--- config.mk ---
export PLATFORM = sky130hd
export DESIGN_NAME = mem_arbiter
export DESIGN_NICKNAME = d
export VERILOG_FILES = /design/src/rtl/mem_arbiter.sv
export SDC_FILE = /design/constraint.sdc
export NUM_CORES = 1
export LEC_CHECK = 0
export CORE_AREA = 3 3 293 295
export DETAILED_ROUTE_END_ITERATION = 8
export DIE_AREA = 0 0 296 298
export GPL_ROUTABILITY_DRIVEN = 0
export SYNTH_ARGS = -nofsm -noshare
export SYNTH_HDL_FRONTEND = slang
export SYNTH_SLANG_ARGS = --single-unit
--- constraint.sdc ---
create_clock -name clk -period 3.2 [get_ports clk]
set_clock_uncertainty 0.2 [all_clocks]
set_input_delay 0.96 -clock clk [delete_from_list [all_inputs] [get_ports clk]]
set_output_delay 0.96 -clock clk [all_outputs]
set_load 0.005 [all_outputs]
--- src/rtl/mem_arbiter.sv ---
// Round-robin arbiter between the icache and dcache onto the pipelined line memory.
// Tags reads with {client, seq} IDs and routes in-order responses back by ID MSB.
module mem_arbiter #(
  parameter int PA_WIDTH        = 32,
  parameter int LINE_WIDTH      = 128,
  parameter int ID_WIDTH        = 4,
  parameter int MAX_OUTSTANDING = 4
) (
  input  logic                  clk,
  input  logic                  rst,
  input  logic                  i_ic_req,
  input  logic [PA_WIDTH-1:0]   i_ic_addr,
  output logic                  o_ic_ready,
  output logic                  o_ic_resp_valid,
  output logic [LINE_WIDTH-1:0] o_ic_resp_data,
  input  logic                  i_ic_resp_ready,
  input  logic                  i_dc_req,
  input  logic                  i_dc_write,
  input  logic [PA_WIDTH-1:0]   i_dc_addr,
  input  logic [LINE_WIDTH-1:0] i_dc_data,
  output logic                  o_dc_ready,
  output logic                  o_dc_resp_valid,
  output logic [LINE_WIDTH-1:0] o_dc_resp_data,
  input  logic                  i_dc_resp_ready,
  output logic                  o_mem_enable,
  output logic                  o_mem_write,
  output logic [PA_WIDTH-1:0]   o_mem_addr,
  output logic [LINE_WIDTH-1:0] o_mem_data,
  output logic [ID_WIDTH-1:0]   o_mem_id,
  output logic                  o_mem_ack,
  input  logic                  i_mem_enable,
  input  logic [LINE_WIDTH-1:0] i_mem_data,
  input  logic [ID_WIDTH-1:0]   i_mem_id_response,
  input  logic                  i_mem_full
);

  localparam int TAG_W = ID_WIDTH - 1;
  localparam int CNT_W = $clog2(MAX_OUTSTANDING + 1);
  localparam logic [CNT_W-1:0] MAX_CNT = CNT_W'(MAX_OUTSTANDING);

  logic                  ic_valid_q, ic_valid_d;
  logic [PA_WIDTH-1:0]   ic_addr_q, ic_addr_d;
  logic                  dc_valid_q, dc_valid_d;
  logic                  dc_write_q, dc_write_d;
  logic [PA_WIDTH-1:0]   dc_addr_q, dc_addr_d;
  logic [LINE_WIDTH-1:0] dc_data_q, dc_data_d;
  logic [TAG_W-1:0]      ic_seq_q, ic_seq_d;
  logic [TAG_W-1:0]      dc_seq_q, dc_seq_d;
  logic [CNT_W-1:0]      ic_out_q, ic_out_d;
  logic [CNT_W-1:0]      dc_out_q, dc_out_d;
  logic                  last_grant_q, last_grant_d;
  logic                  mem_enable_q, mem_enable_d;
  logic                  mem_write_q, mem_write_d;
  logic [PA_WIDTH-1:0]   mem_addr_q, mem_addr_d;
  logic [LINE_WIDTH-1:0] mem_data_q, mem_data_d;
  logic [ID_WIDTH-1:0]   mem_id_q, mem_id_d;

  logic ic_elig, dc_elig, issue, grant_dc, ic_issue, dc_issue;
  logic resp_sel, ic_ack, dc_ack, ic_inc, dc_inc, ic_dec, dc_dec;

  // Writes bypass the outstanding limit since they never produce a response.
  always_comb begin
    ic_elig  = ic_valid_q && (ic_out_q < MAX_CNT);
    dc_elig  = dc_valid_q && (dc_write_q || (dc_out_q < MAX_CNT));
    issue    = !i_mem_full && (ic_elig || dc_elig);
    if (ic_elig && dc_elig) begin
      grant_dc = !last_grant_q;
    end else begin
      grant_dc = dc_elig;
    end
    ic_issue = issue && !grant_dc;
    dc_issue = issue && grant_dc;
  end

  assign o_ic_ready = !ic_valid_q || ic_issue;
  assign o_dc_ready = !dc_valid_q || dc_issue;

  assign resp_sel        = i_mem_id_response[ID_WIDTH-1];
  assign o_ic_resp_valid = i_mem_enable && !resp_sel;
  assign o_dc_resp_valid = i_mem_enable && resp_sel;
  assign o_ic_resp_data  = i_mem_data;
  assign o_dc_resp_data  = i_mem_data;
  assign o_mem_ack       = i_mem_enable && (resp_sel ? i_dc_resp_ready : i_ic_resp_ready);
  assign ic_ack          = o_mem_ack && !resp_sel;
  assign dc_ack          = o_mem_ack && resp_sel;

  // A new request may land in the same cycle its predecessor is issued.
  always_comb begin
    ic_valid_d = ic_valid_q;
    ic_addr_d  = ic_addr_q;
    dc_valid_d = dc_valid_q;
    dc_write_d = dc_write_q;
    dc_addr_d  = dc_addr_q;
    dc_data_d  = dc_data_q;
    if (ic_issue) ic_valid_d = 1'b0;
    if (dc_issue) dc_valid_d = 1'b0;
    if (i_ic_req && o_ic_ready) begin
      ic_valid_d = 1'b1;
      ic_addr_d  = i_ic_addr;
    end
    if (i_dc_req && o_dc_ready) begin
      dc_valid_d = 1'b1;
      dc_write_d = i_dc_write;
      dc_addr_d  = i_dc_addr;
      dc_data_d  = i_dc_data;
    end
  end

  always_comb begin
    ic_inc   = ic_issue;
    dc_inc   = dc_issue && !dc_write_q;
    ic_dec   = ic_ack && (ic_out_q != '0);
    dc_dec   = dc_ack && (dc_out_q != '0);
    ic_seq_d = ic_seq_q + TAG_W'(ic_inc);
    dc_seq_d = dc_seq_q + TAG_W'(dc_inc);
    ic_out_d = ic_out_q;
    dc_out_d = dc_out_q;
    if (ic_inc && !ic_dec) ic_out_d = ic_out_q + 1'b1;
    if (!ic_inc && ic_dec) ic_out_d = ic_out_q - 1'b1;
    if (dc_inc && !dc_dec) dc_out_d = dc_out_q + 1'b1;
    if (!dc_inc && dc_dec) dc_out_d = dc_out_q - 1'b1;
    last_grant_d = issue ? grant_dc : last_grant_q;
  end

  // The request register freezes while memory is full so a held request is resampled.
  always_comb begin
    mem_enable_d = mem_enable_q;
    mem_write_d  = mem_write_q;
    mem_addr_d   = mem_addr_q;
    mem_data_d   = mem_data_q;
    mem_id_d     = mem_id_q;
    if (!i_mem_full) begin
      mem_enable_d = issue;
      if (issue) begin
        mem_write_d = grant_dc ? dc_write_q : 1'b0;
        mem_addr_d  = grant_dc ? dc_addr_q : ic_addr_q;
        mem_data_d  = grant_dc ? dc_data_q : '0;
        mem_id_d    = grant_dc ? {1'b1, dc_seq_q} : {1'b0, ic_seq_q};
      end
    end
  end

  always_ff @(posedge clk or negedge rst) begin
    if (!rst) begin
      ic_valid_q   <= 1'b0;
      ic_addr_q    <= '0;
      dc_valid_q   <= 1'b0;
      dc_write_q   <= 1'b0;
      dc_addr_q    <= '0;
      dc_data_q    <= '0;
      ic_seq_q     <= '0;
      dc_seq_q     <= '0;
      ic_out_q     <= '0;
      dc_out_q     <= '0;
      last_grant_q <= 1'b1;
      mem_enable_q <= 1'b0;
      mem_write_q  <= 1'b0;
      mem_addr_q   <= '0;
      mem_data_q   <= '0;
      mem_id_q     <= '0;
    end else begin
      ic_valid_q   <= ic_valid_d;
      ic_addr_q    <= ic_addr_d;
      dc_valid_q   <= dc_valid_d;
      dc_write_q   <= dc_write_d;
      dc_addr_q    <= dc_addr_d;
      dc_data_q    <= dc_data_d;
      ic_seq_q     <= ic_seq_d;
      dc_seq_q     <= dc_seq_d;
      ic_out_q     <= ic_out_d;
      dc_out_q     <= dc_out_d;
      last_grant_q <= last_grant_d;
      mem_enable_q <= mem_enable_d;
      mem_write_q  <= mem_write_d;
      mem_addr_q   <= mem_addr_d;
      mem_data_q   <= mem_data_d;
      mem_id_q     <= mem_id_d;
    end
  end

  assign o_mem_enable = mem_enable_q;
  assign o_mem_write  = mem_write_q;
  assign o_mem_addr   = mem_addr_q;
  assign o_mem_data   = mem_data_q;
  assign o_mem_id     = mem_id_q;

endmodule

After elaboration in Yosys (flattened, before gate mapping)
Index checks and enable logic that the tools add are counted.
{ "word_totals": {"ff_bits": 374, "latchBits": 0, "mem_bits_rw": 0, "rom_bits": 0, "input_bits": 333, "out_inout_bits": 427, "word_cells": 81, "memories": 0} }
{ "classes": {"add_sub_neg": 6, "mul": 0, "div_mod_pow": 0, "magnitude_cmp": 2, "eq_ne": 0, "shift": 0, "n_mux": 14, "bitwise": 1, "n_reduce_logical": 42} }
{ "op_table": {"columns": ["op", "count"], "rows": [
  ["128-bit 2-to-1 mux", 1],
  ["32-bit 2-to-1 mux", 1],
  ["1-bit logical AND", 20],
  ["3-bit 2-to-1 mux", 4],
  ["1-bit zero test", 11],
  ["2-bit nonzero test", 4],
  ["1-bit 2-to-1 mux", 7],
  ["3-bit by 1-bit adder with 3-bit output", 2],
  ["3-bit by 1-bit adder with 3-bit output, second input constant", 2],
  ["3-bit less-than comparator, second input constant", 2],
  ["3-bit nonzero test", 2],
  ["3-bit by 1-bit subtractor with 3-bit output, second input constant", 2],
  ["1-bit logical OR", 4],
  ["4-bit 2-to-1 mux", 1],
  ["2-bit AND reduction", 1],
  ["1-bit NOT", 1]
]} }

Logic depth before layout (Yosys ltp)
Gate-level depths: netlist of the first run.
{ "logic_depth": {"ltp_word": 10, "ltp_mapped": 11, "mapped_depth_nobuf": 10} }

Worst setup path before layout of the first run
No wires, ideal clock.
{ "synth_timing": {"kind": "in2reg", "startpoint": "input i_mem_full", "endpoint": "register dc_out_q[2]", "setup_time_ns": 0.125, "arrival_ns": 2.611, "required_ns": 2.875, "setup_slack_ns": 0.264, "stages": 10, "n_path_buf": 1, "cell_sequence": "nor4_4 > clkbuf_1 > nor2b_1 > inv_1 > ha_1 > inv_1 > fa_1 > xor2_1 > nor2_1 > xor2_1"} }
{ "synth_via": {"elab_chain_len": 7, "word_cells_on_any_way": 9, "classes_between": "1 x mux; 8 x reduce/logical"} }
{ "synth_lines": {"columns": ["element", "line_no", "rtl"], "rows": [
  ["from (decl)", "34", "input logic i_mem_full"],
  ["1-bit zero test *", null, null],
  ["1-bit logical AND *", "65", "issue = !i_mem_full && (ic_elig || dc_elig);"],
  ["1-bit logical AND *", "72", "dc_issue = issue && grant_dc;"],
  ["1-bit logical AND *", "111", "dc_inc = dc_issue && !dc_write_q;"],
  ["1-bit zero test", "121", "if (!dc_inc && dc_dec) dc_out_d = dc_out_q - 1'b1;"],
  ["1-bit logical AND", "121", null],
  ["3-bit 2-to-1 mux or 2-bit nonzero test (tied branches)", null, null],
  ["to (signal assigned)", "171", "dc_out_q <= dc_out_d;"],
  ["to (decl)", "50", "logic [CNT_W-1:0] dc_out_q, dc_out_d;"]
]} }
Every way passes the cells marked *; elsewhere a longest branch is shown, timed or not.
A chain may end at the register's enable or synchronous reset.

Worst setup path after layout of the first run
{ "layout_timing": {"startpoint": "input i_mem_full", "endpoint": "output o_ic_ready"} }
{ "layout_via": {"elab_chain_len": 4} }
{ "layout_lines": {"columns": ["element", "line_no", "rtl"], "rows": [
  ["1-bit zero test", null, null],
  ["1-bit logical AND", "65", null],
  ["1-bit logical AND", "71", "ic_issue = issue && !grant_dc;"],
  ["1-bit logical OR", "75", "assign o_ic_ready = !ic_valid_q || ic_issue;"],
  ["to (decl)", "13", "output logic o_ic_ready,"]
]} }
Every way passes these cells.

==> metrics.md, run 1 <==
| Metric | Value |
|---|---|
| DR vias/cell | 4.00 |
| Hold Path Class | input port to asynchronous set/reset pin |
| Worst endpoint required time | 2.04 ns |
| Top FF cell, synth | dfrtp_1 |
| Netlist cell types | 33 |
| I/O pin cnt | 760 |
| CP arrival | 1.97 ns |
| WL final | 57600 um |
| Status | finished clean |
| CP Launch Type | input port |
| Slew Viols, Final | 0 |
| First-pass GRT wire length | 81400 um |
| Max_cap viols | 0 |
| Area delta synth->final | 33.6% |
| Drt pass-1 iters | 6 |
| Max Fclk | 320 MHz |
| Share of cells above drive strength 1 | 0.196 |
| Clk sinks | 374 |
| Sequential element share of the synthesized area | 0.592 |
| Post-Layout Cell Count | 2421 |
| Drt first-iter violations | 425 |
| Seq cells post-synth | 374 |
| Cell with the most instances after synthesis | dfrtp_1 |
| Synth async-reset ratio | 1.00 |
| Final setup fails | 0 |
| Syn nets | 1476 |
| Chip height | 298 um |
| Hold WS | 0.0816 ns |
| Reg2reg setup slack | 0.57 ns |
| Skew-Pair Late Insertion Delay | 0.58 ns |
| Root Driver | clkbuf_16 |
| Warnings from Yosys | 0 |
| Max VDD drop | 0.525 mV |
| Total global routing overflow | 0 |
| Fin nets | 1644 |
| Top post-synthesis cells by area | dfrtp_1 (59%), buf_4 (13%), mux2_2 (7.3%), a22o_1 (7.1%), mux2_1 (6.4%) |
| Tcrit/Tclk final | 0.977 |
| Setup WS post-layout | 0.0725 ns |
| Die width | 296 um |
| Core area | 83400 um2 |
| Synth area leader | dfrtp_1 |
| GR Util All Layers | 0.127 |
| Port-buffer cells | 372 |
| Antenna viol nets, final | 0 |
| Residual DRC count | 0 |
| CTS tree | done |
| Die area | 88200 um2 |
| Clock buffer count from CTS | 47 |
| Pwr dens | 993 nW/um2 |
| FF-to-FF path depth | 12 |
| Post-synth top cells | dfrtp_1 (373), buf_4 (265), a22o_1 (129), mux2_2 (103), mux2_1 (90) |
| Via count | 9673 |
| Worst setup EP type | primary output |
| Row count | 106 |
| Starting Density | 0.189 |
| CP Class | input port to primary output |
| Vias in the first global route | 11.0k |
| Largest net degree at the start of global routing | 91 |
| Maximum fanout along the worst path | 2 |
| Top-area cell type share of the netlist area | 0.590 |
| Leakage | 9.12 nW |
| Syn avg cell area | 13.9 um2 |
| Post-synth EDFFs | 0 |
| CP startpoint | i_mem_full |
| Hold buffers post-CTS | 0 |
| Dpl cell area | 19400 um2 |
| Crit Reg-Reg Endpoint | dc_out_q[2] |
| Syn Inst Count | 1135 |
| Post-route cell area | 21100 um2 |
| Fin. Hold Viols | 0 |
| Antenna violations before repair | 5 |
| RSZ-0062 raised after global routing | no |
| Place WS | -0.613 ns |
| Slew headroom | 0.549 |
| H-tree levels | 2 |
| Mapped Area | 15800 um2 |
| Minimum clock period | 3.13 ns |
| Reg-to-Reg Start | dc_write_q |
| Total Power | 21.0 mW |
| Routed wire per std cell | 23.8 um |
| Clock buffer depth | 3 |
| Placed insts | 2332 |
| Worst-margin pin slew | 0.676 ns |
| Post-DP HPWL | 43600 um |
| Clock transition at path regs | 0.06 ns |
==> per-layer routing <==
metal,global-route usage,wire [um],vias to the layer above
met5,0.0111,133,-
met4,0.0540,2460,8
met3,0.0874,9260,122
met2,0.214,27600,628
met1,0.117,18100,4839
li1,-,-,4076
==> worst max-delay path, stage by stage <==
cell and delay [ns]:
dlygate4sd2_1 0.25, or3b_4 0.38, o21bai_4 0.18, nand2_1 0.09, buf_2 0.11
==> cells by family (layout without fill, tap and decap cells) <==
logic type	Yosys count	count (layout)	synth area share
multiplexers	196	196	0.139
XOR/XNOR	8	8	0.00443
adder cells (fa/ha/maj)	8	8	0.00728
AO/OA/AOI/OAI	172	172	0.0986
AND/OR/NAND/NOR	17	17	0.00736
flip-flops	374	374	0.592
buffers and inverters	360	564	0.151
other	0	2	0
==> report_power, final <==
group | total [mW] | switching, mW | internal, mW
logic | 7.01 | 2.96 | 4.05
registers | 8.24 | 1.31 | 6.92
clock network | 5.73 | 2.19 | 3.53
total | 21.0 | 6.47 | 14.5
==> final cells by class <==
type	instances	area [um2]
antenna	2	5.00
clock buffer	59	1290
clock inverter	26	412
fill	8555	62300
inverter	44	165
multi-input combinational	401	4100
sequential	374	9360
tap	1080	1350
timing repair buffer	435	4440
==> metrics by stage <==
step | util | setup TNS, ns
after detailed placement | 0.233 | -7.99
after global routing | 0.253 | 0
after floorplan | - | 0
after global placement | 0.233 | -6.94
after CTS | 0.253 | 0
final | 0.253 | 0
==> placed cells by master, fill, tap and decap left out, types with 5 or more instances in the layout <==
cell,n
clkbuf_1,5
mux2_1,90
a222oi_1,35
mux2_2,103
inv_1,42
dfrtp_1,373
clkdlybuf4s50_1,362
bufinv_16,8
clkbuf_16,47
a22o_1,129
clkbuf_8,7
xor2_1,6
ha_1,6
buf_12,20
buf_4,43
clkinv_2,9
==> worst max path at each step <==
stage / end / slack, ns / depth (start not counted)
after floorplan: dc_out_q[2] / 0.26 / 10
after global placement: o_ic_ready / -0.63 / 5
after CTS: o_dc_ready / 0.01 / 5
after global routing: o_mem_ack / 0.006 / 4
after detailed placement: o_ic_ready / -0.61 / 5
final: o_ic_ready / 0.07 / 5
==> flip-flops by register name, summed over array words and instances, names as in the netlist <==
| register | flops |
|---|---|
| dc_write_q | 1 |
| ic_out_q | 3 |
| ic_seq_q | 3 |
| o_mem_data | 128 |
| ic_valid_q | 1 |
| o_mem_addr | 32 |
| dc_seq_q | 3 |
| o_mem_enable | 1 |
| o_mem_write | 1 |
| ic_addr_q | 32 |
| last_grant_q | 1 |
| dc_addr_q | 32 |
| o_mem_id | 4 |
| dc_valid_q | 1 |
| dc_out_q | 3 |
| dc_data_q | 128 |
==> timing repair <==
action,in CTS,in global routing
gates resized for setup,14,6
buffers inserted,2,0
pin swaps,2,1
setup endpoints to repair,5,3
Note: power is estimated with default switching activity, not from simulation.
==> run 2: changes to the inputs <==
- CORE_AREA: 3 3 293 295 -> 3 3 298 300
- DIE_AREA: 0 0 296 298 -> 0 0 301 303
- DONT_BUFFER_PORTS: unset -> 1
- GPL_TIMING_DRIVEN: unset -> 0
==> run 2 against run 1 <==
Net effect:
- non-clock buffer count fell by 114
- the flow now finishes with violations (negative hold slack)
- worst hold slack lost 0.19 ns
- core utilization is 3.7 points lower
- first-iteration DRC count up 42%
- setup slack gained 0.011 ns
- critical endpoint unchanged
- sequential cell count stayed put
- combinational power shrank 27%
- wire length increased by 9.1%
- clock-buffer cell count up 4
- clock power down 18%
==> metrics.md, run 2 (same netlist as run 1, synthesis figures left out) <==
| Metric | Value |
|---|---|
| Status | finished with violations (was finished clean) |
| Failing checks | negative hold slack |
| Starting Density | 0.183 (was 0.189) |
| Slew headroom | 0.237 (was 0.549) |
| Area delta synth->final | 18.3% (was 33.6%) |
| Post-DP HPWL | 50800 um (was 43600 um) |
| FF-to-FF path depth | 12 (unchanged) |
| Hold WS | -0.113 ns (was 0.0816 ns) |
| Sequential fraction of design power | 0.472 (was 0.393) |
| Die width | 301 um (was 296 um) |
| Port-buffer cells | 0 (was 372) |
| Routed wire per std cell | 26.3 um (was 23.8 um) |
| Fin nets | 1526 (was 1644) |
| Clock buffer count from CTS | 43 (was 47) |
| CP Launch Type | flop (was input port) |
| Clock buffer depth | 3 (unchanged) |
| Maximum fanout along the worst path | 4 (was 2) |
| Max_cap viols | 0 (unchanged) |
| Share of total power in combinational logic | 0.275 (was 0.334) |
| Vias in the first global route | 10.2k (was 11.0k) |
| Slew Viols, Final | 0 (unchanged) |
| Antenna violations before repair | 29 (was 5) |
| CP Class | flop to primary output (was input port to primary output) |
| Post-Layout Cell Count | 2385 (was 2421) |
| CP arrival | 1.96 ns (was 1.97 ns) |
| Minimum clock period | 3.12 ns (was 3.13 ns) |
| Final setup fails | 0 (unchanged) |
| Via count | 9384 (was 9673) |
| Die area | 91200 um2 (was 88200 um2) |
| Largest net degree at the start of global routing | 375 (was 91) |
| Max VDD drop | 0.589 mV (was 0.525 mV) |
| Placed insts | 2291 (was 2332) |
| DR vias/cell | 3.93 (was 4.00) |
| Clock power share | 0.253 (was 0.273) |
| Total Power | 18.6 mW (was 21.0 mW) |
| Share of cells above drive strength 1 | 0.385 (was 0.196) |
| Clk sinks | 374 (unchanged) |
| Switching share of power | 0.344 (was 0.308) |
| Reg-to-Reg Start | dc_out_q[2] (was dc_write_q) |
| WL final | 62800 um (was 57600 um) |
| Setup WS post-layout | 0.0837 ns (was 0.0725 ns) |
| Clock transition at path regs | 0.06 ns (about the same) |
| TNS Setup | 0 ns (unchanged) |
| Skew-Pair Late Insertion Delay | 0.57 ns (was 0.58 ns) |
| GR Util All Layers | 0.130 (was 0.127) |
| Pint | 12.2 mW (was 14.5 mW) |
| Row count | 108 (was 106) |
| Pwr dens | 994 nW/um2 (was 993 nW/um2) |
| Drt pass-1 iters | 8 (was 6) |
| I/O pin cnt | 760 (unchanged) |
| H-tree levels | 2 (unchanged) |
| CTS tree | done (unchanged) |
| Worst-margin pin slew | 1.15 ns (was 0.676 ns) |
| Commonest non-fill, non-tap cell in the layout | dfrtp_1 (unchanged) |
| Core area | 86500 um2 (was 83400 um2) |
| RSZ-0062 raised after global routing | no (unchanged) |
| Hold Path Class | input port to asynchronous set/reset pin (unchanged) |
| Root Driver | clkbuf_16 (unchanged) |
| Crit Reg-Reg Endpoint | dc_out_q[2] (unchanged) |
| Chip height | 303 um (was 298 um) |
| Residual DRC count | 0 (unchanged) |
| Drt first-iter violations | 603 (was 425) |
| Fin. Hold Viols | 185 (was 0) |
| Dpl cell area | 17300 um2 (was 19400 um2) |
| NetSw | 6.40 mW (was 6.47 mW) |
| First-pass GRT wire length | 82500 um (was 81400 um) |
| Reg2reg setup slack | 0.13 ns (was 0.57 ns) |
| Tcrit/Tclk final | 0.974 (was 0.977) |
| Leakage | 8.51 nW (was 9.12 nW) |
| Place WS | -1.76 ns (was -0.613 ns) |
| Antenna viol nets, final | 0 (unchanged) |
| Max Fclk | 321 MHz (was 320 MHz) |
| Post-route cell area | 18700 um2 (was 21100 um2) |
| Most frequent cells in the layout | dfrtp_1 (373), buf_4 (269), a22o_1 (129) (was dfrtp_1 (373), clkdlybuf4s50_1 (362), a22o_1 (129)) |
| Total global routing overflow | 0 (unchanged) |
| Worst setup EP type | primary output (unchanged) |
| Worst endpoint required time | 2.04 ns (about the same) |
[run 2: cell count changes in the layout (fill, tap and decap cells not counted), moves of 6 or more]
cell / before / now
buf_12: 20 / 0
buf_4: 43 / 269
buf_2: 1 / 12
clkdlybuf4s50_1: 362 / 0
bufinv_16: 8 / 0
clkbuf_1: 5 / 37
diode_2: 2 / 13
clkinv_2: 9 / 3
[run 2: repair_timing]
action / 4_1_cts / 5_1_grt
endpoints found under the hold margin: 373 / 261
pin swaps: 1 / 0
resized for setup: 6 / 4
endpoints found under the setup margin: 228 / 9
setup buffers: 4 / 0
[run 2: metrics by stage]
| stage | hold WS (ns) | utilization |
|---|---|---|
| floorplan | 0.239 | - |
| global placement | 0.255 | 0.199 |
| detailed placement | 0.262 | 0.200 |
| CTS | -0.165 | 0.216 |
| global route | -0.159 | 0.216 |
| finish | -0.113 | 0.216 |
[run 2: worst max-delay path, cell delays in order, from the launching register on]
cell and delay (ns):
dfrtp_1 0.46, or3b_2 0.49, o21bai_4 0.23, nand2_1 0.20
[run 2: worst max-delay path by stage]
stage | cells past startpoint | start | end | slack, ns
floorplan | 10 | i_mem_full | dc_out_q[2] | 0.26
global placement | 10 | i_mem_full | dc_out_q[2] | -1.84
detailed placement | 10 | i_mem_full | dc_out_q[2] | -1.76
CTS | 3 | ic_valid_q | o_ic_ready | 0.006
global route | 3 | ic_valid_q | o_ic_ready | 0.003
finish | 3 | ic_valid_q | o_ic_ready | 0.08
[run 2: power by group through the flow]
stage	clock [mW]	sequential, mW	combinational [mW]
finish	4.70	8.77	5.11
global placement	0	8.78	4.94
detailed placement	0	8.86	5.19
global route	5.06	9.02	5.65
floorplan	0	7.93	3.80
CTS	4.88	8.82	5.27
[run 2: layer usage]
layer	vias up	wire (um)	GRT usage
li1	3871	-	-
met1	4857	22700	0.141
met2	547	32000	0.233
met3	95	6470	0.0534
met4	14	1530	0.0351
met5	-	88	0
[run 2: area by class of cell]
cell class                 instances  area (um2)
antenna                           13        32.5
buffer                           316        2230
clock buffer                      63        1240
clock inverter                    14         105
fill                            9152       67800
inverter                          44         165
multi-input combinational        401        4080
sequential                       374        9360
tap                             1155        1450
timing repair buffer               5        45.0
==> run 3: changes to the inputs <==
- CORE_AREA: 3 3 298 300 -> 2 2 297 299
- DIE_AREA: 0 0 301 303 -> 0 0 299 301
==> run 3 against run 2 <==
Net effect:
- the run still ends with negative hold slack left
- global-route usage fell by 0.16 points
- worst hold slack improved by 0.0021 ns
- cell count fell by 0.17%
- die area fell by 1.3%
- critical endpoint is now o_dc_ready
- sequential power barely moved
- clock-buffer cell count did not move
- first-iteration DRC count fell by 4.5%
==> metrics.md, run 3 (same netlist as run 1, synthesis figures left out) <==
| Metric | Value |
|---|---|
| Post-DP HPWL | 48500 um (was 50800 um) |
| WL final | 60700 um (was 62800 um) |
| Place WS | -1.74 ns (was -1.76 ns) |
| Chip height | 301 um (was 303 um) |
| Status | finished with violations (unchanged) |
| Max VDD drop | 0.560 mV (was 0.589 mV) |
| Skew-Pair Late Insertion Delay | 0.57 ns (about the same) |
| Leakage | 8.64 nW (was 8.51 nW) |
| Post-Layout Cell Count | 2381 (was 2385) |
| Largest net degree at the start of global routing | 375 (unchanged) |
| H-tree levels | 2 (unchanged) |
| Area delta synth->final | 19.9% (was 18.3%) |
| Row count | 108 (unchanged) |
| Most frequent cells in the layout | dfrtp_1 (372), buf_4 (267), a22o_1 (129) (was dfrtp_1 (373), buf_4 (269), a22o_1 (129)) |
| CTS tree | done (unchanged) |
| Fin nets | 1527 (was 1526) |
| GR Util All Layers | 0.129 (was 0.130) |
| I/O pin cnt | 760 (unchanged) |
| Clock buffer count from CTS | 44 (was 43) |
| Reg2reg setup slack | 0.26 ns (was 0.13 ns) |
| Starting Density | 0.183 (unchanged) |
| RSZ-0062 raised after global routing | no (unchanged) |
| Vias in the first global route | 10.2k (about the same) |
| Port-buffer cells | 0 (unchanged) |
| Worst endpoint required time | 2.04 ns (about the same) |
| Commonest non-fill, non-tap cell in the layout | dfrtp_1 (unchanged) |
| CP Launch Type | flop (unchanged) |
| DR vias/cell | 3.99 (was 3.93) |
| Clock transition at path regs | 0.06 ns (about the same) |
| Die width | 299 um (was 301 um) |
| Total Power | 19.4 mW (was 18.6 mW) |
| CP arrival | 1.86 ns (was 1.96 ns) |
| Max_cap viols | 0 (unchanged) |
| Slew headroom | 0.434 (was 0.237) |
| Max Fclk | 331 MHz (was 321 MHz) |
| Root Driver | clkbuf_16 (unchanged) |
| Hold WS | -0.111 ns (was -0.113 ns) |
| Drt first-iter violations | 576 (was 603) |
| Core area | 86500 um2 (unchanged) |
| Failing checks | negative hold slack (unchanged) |
| Slew Viols, Final | 0 (unchanged) |
| Placed insts | 2291 (unchanged) |
| Clock buffer depth | 3 (unchanged) |
| Total global routing overflow | 0 (unchanged) |
| Maximum fanout along the worst path | 3 (was 4) |
| Antenna violations before repair | 17 (was 29) |
| Via count | 9491 (was 9384) |
| Antenna viol nets, final | 0 (unchanged) |
| Residual DRC count | 0 (unchanged) |
| Die area | 90000 um2 (was 91200 um2) |
| Minimum clock period | 3.02 ns (was 3.12 ns) |
| Core Util, Final | 0.219 (was 0.216) |
| Clk sinks | 374 (unchanged) |
| Tcrit/Tclk final | 0.945 (was 0.974) |
| Worst setup EP type | primary output (unchanged) |
| Drt pass-1 iters | 8 (unchanged) |
| Routed wire per std cell | 25.5 um (was 26.3 um) |
| Final setup fails | 0 (unchanged) |
| Setup WS post-layout | 0.177 ns (was 0.0837 ns) |
| Hold Path Class | input port to asynchronous set/reset pin (unchanged) |
| First-pass GRT wire length | 81600 um (was 82500 um) |
| CP Class | flop to primary output (unchanged) |
| Pwr dens | 1020 nW/um2 (was 994 nW/um2) |
| Fin. Hold Viols | 239 (was 185) |
| Worst-margin pin slew | 0.848 ns (was 1.15 ns) |
| Share of cells above drive strength 1 | 0.392 (was 0.385) |
| CP startpoint | dc_out_q[2] (was ic_valid_q) |
| Reg-to-Reg Start | dc_out_q[2] (unchanged) |
[run 3: worst max-delay path, cell delays in order, from the launching register on]
cell      delay, ns
dfrtp_1        0.43
nor2b_2        0.22
nor4_4         0.33
buf_6          0.15
nand2b_4       0.17
[run 3: per-stage QoR]
| step | hold WS (ns) | TNS, ns | area (um2) |
|---|---|---|---|
| after floorplan | 0.239 | 0 | 15800 |
| after global placement | 0.254 | -236.11 | 17300 |
| after detailed placement | 0.269 | -118.18 | 17300 |
| after CTS | -0.160 | -0.458 | 18900 |
| after global routing | -0.148 | 0 | 18900 |
| final | -0.111 | 0 | 19000 |
[run 3: area by class of cell]
cell class	instances	area, um2
fill	9160	67500
sequential	374	9360
multi-input combinational	401	4080
buffer	316	2230
tap	1155	1450
clock buffer	63	1290
clock inverter	18	295
inverter	44	165
timing repair buffer	5	61.3
antenna	5	12.5
[run 3: power breakdown]
part	switching [mW]	internal, mW
clock network	2.07	3.39
registers	1.82	6.92
logic	2.55	2.59
total	6.45	12.9
[run 3: metal layers]
metal	part of all wire	wire [um]	track usage	vias to the layer above
met5	0.0012	73	0	-
met4	0.042	2550	0.0464	10
met3	0.092	5560	0.0466	111
met2	0.49	30000	0.225	580
met1	0.37	22500	0.143	4933
li1	-	-	-	3857
[run 3: final timing paths]
kind / end / cells after the start
setup / recovery: o_dc_ready / 4
setup reg to reg: o_mem_data[37] / 7
max in group asynchronous: dc_write_q / 0
hold reg to reg: dc_seq_q[2] / 1
hold / removal: dc_data_q[65] / 0
min in group clk: dc_seq_q[2] / 1
[run 3: timing repair]
action,CTS,global route
buffers inserted,1,3
gates resized for setup,8,9
endpoints found under the setup margin,262,24
pin swaps,1,0
endpoints found under the hold margin,373,373
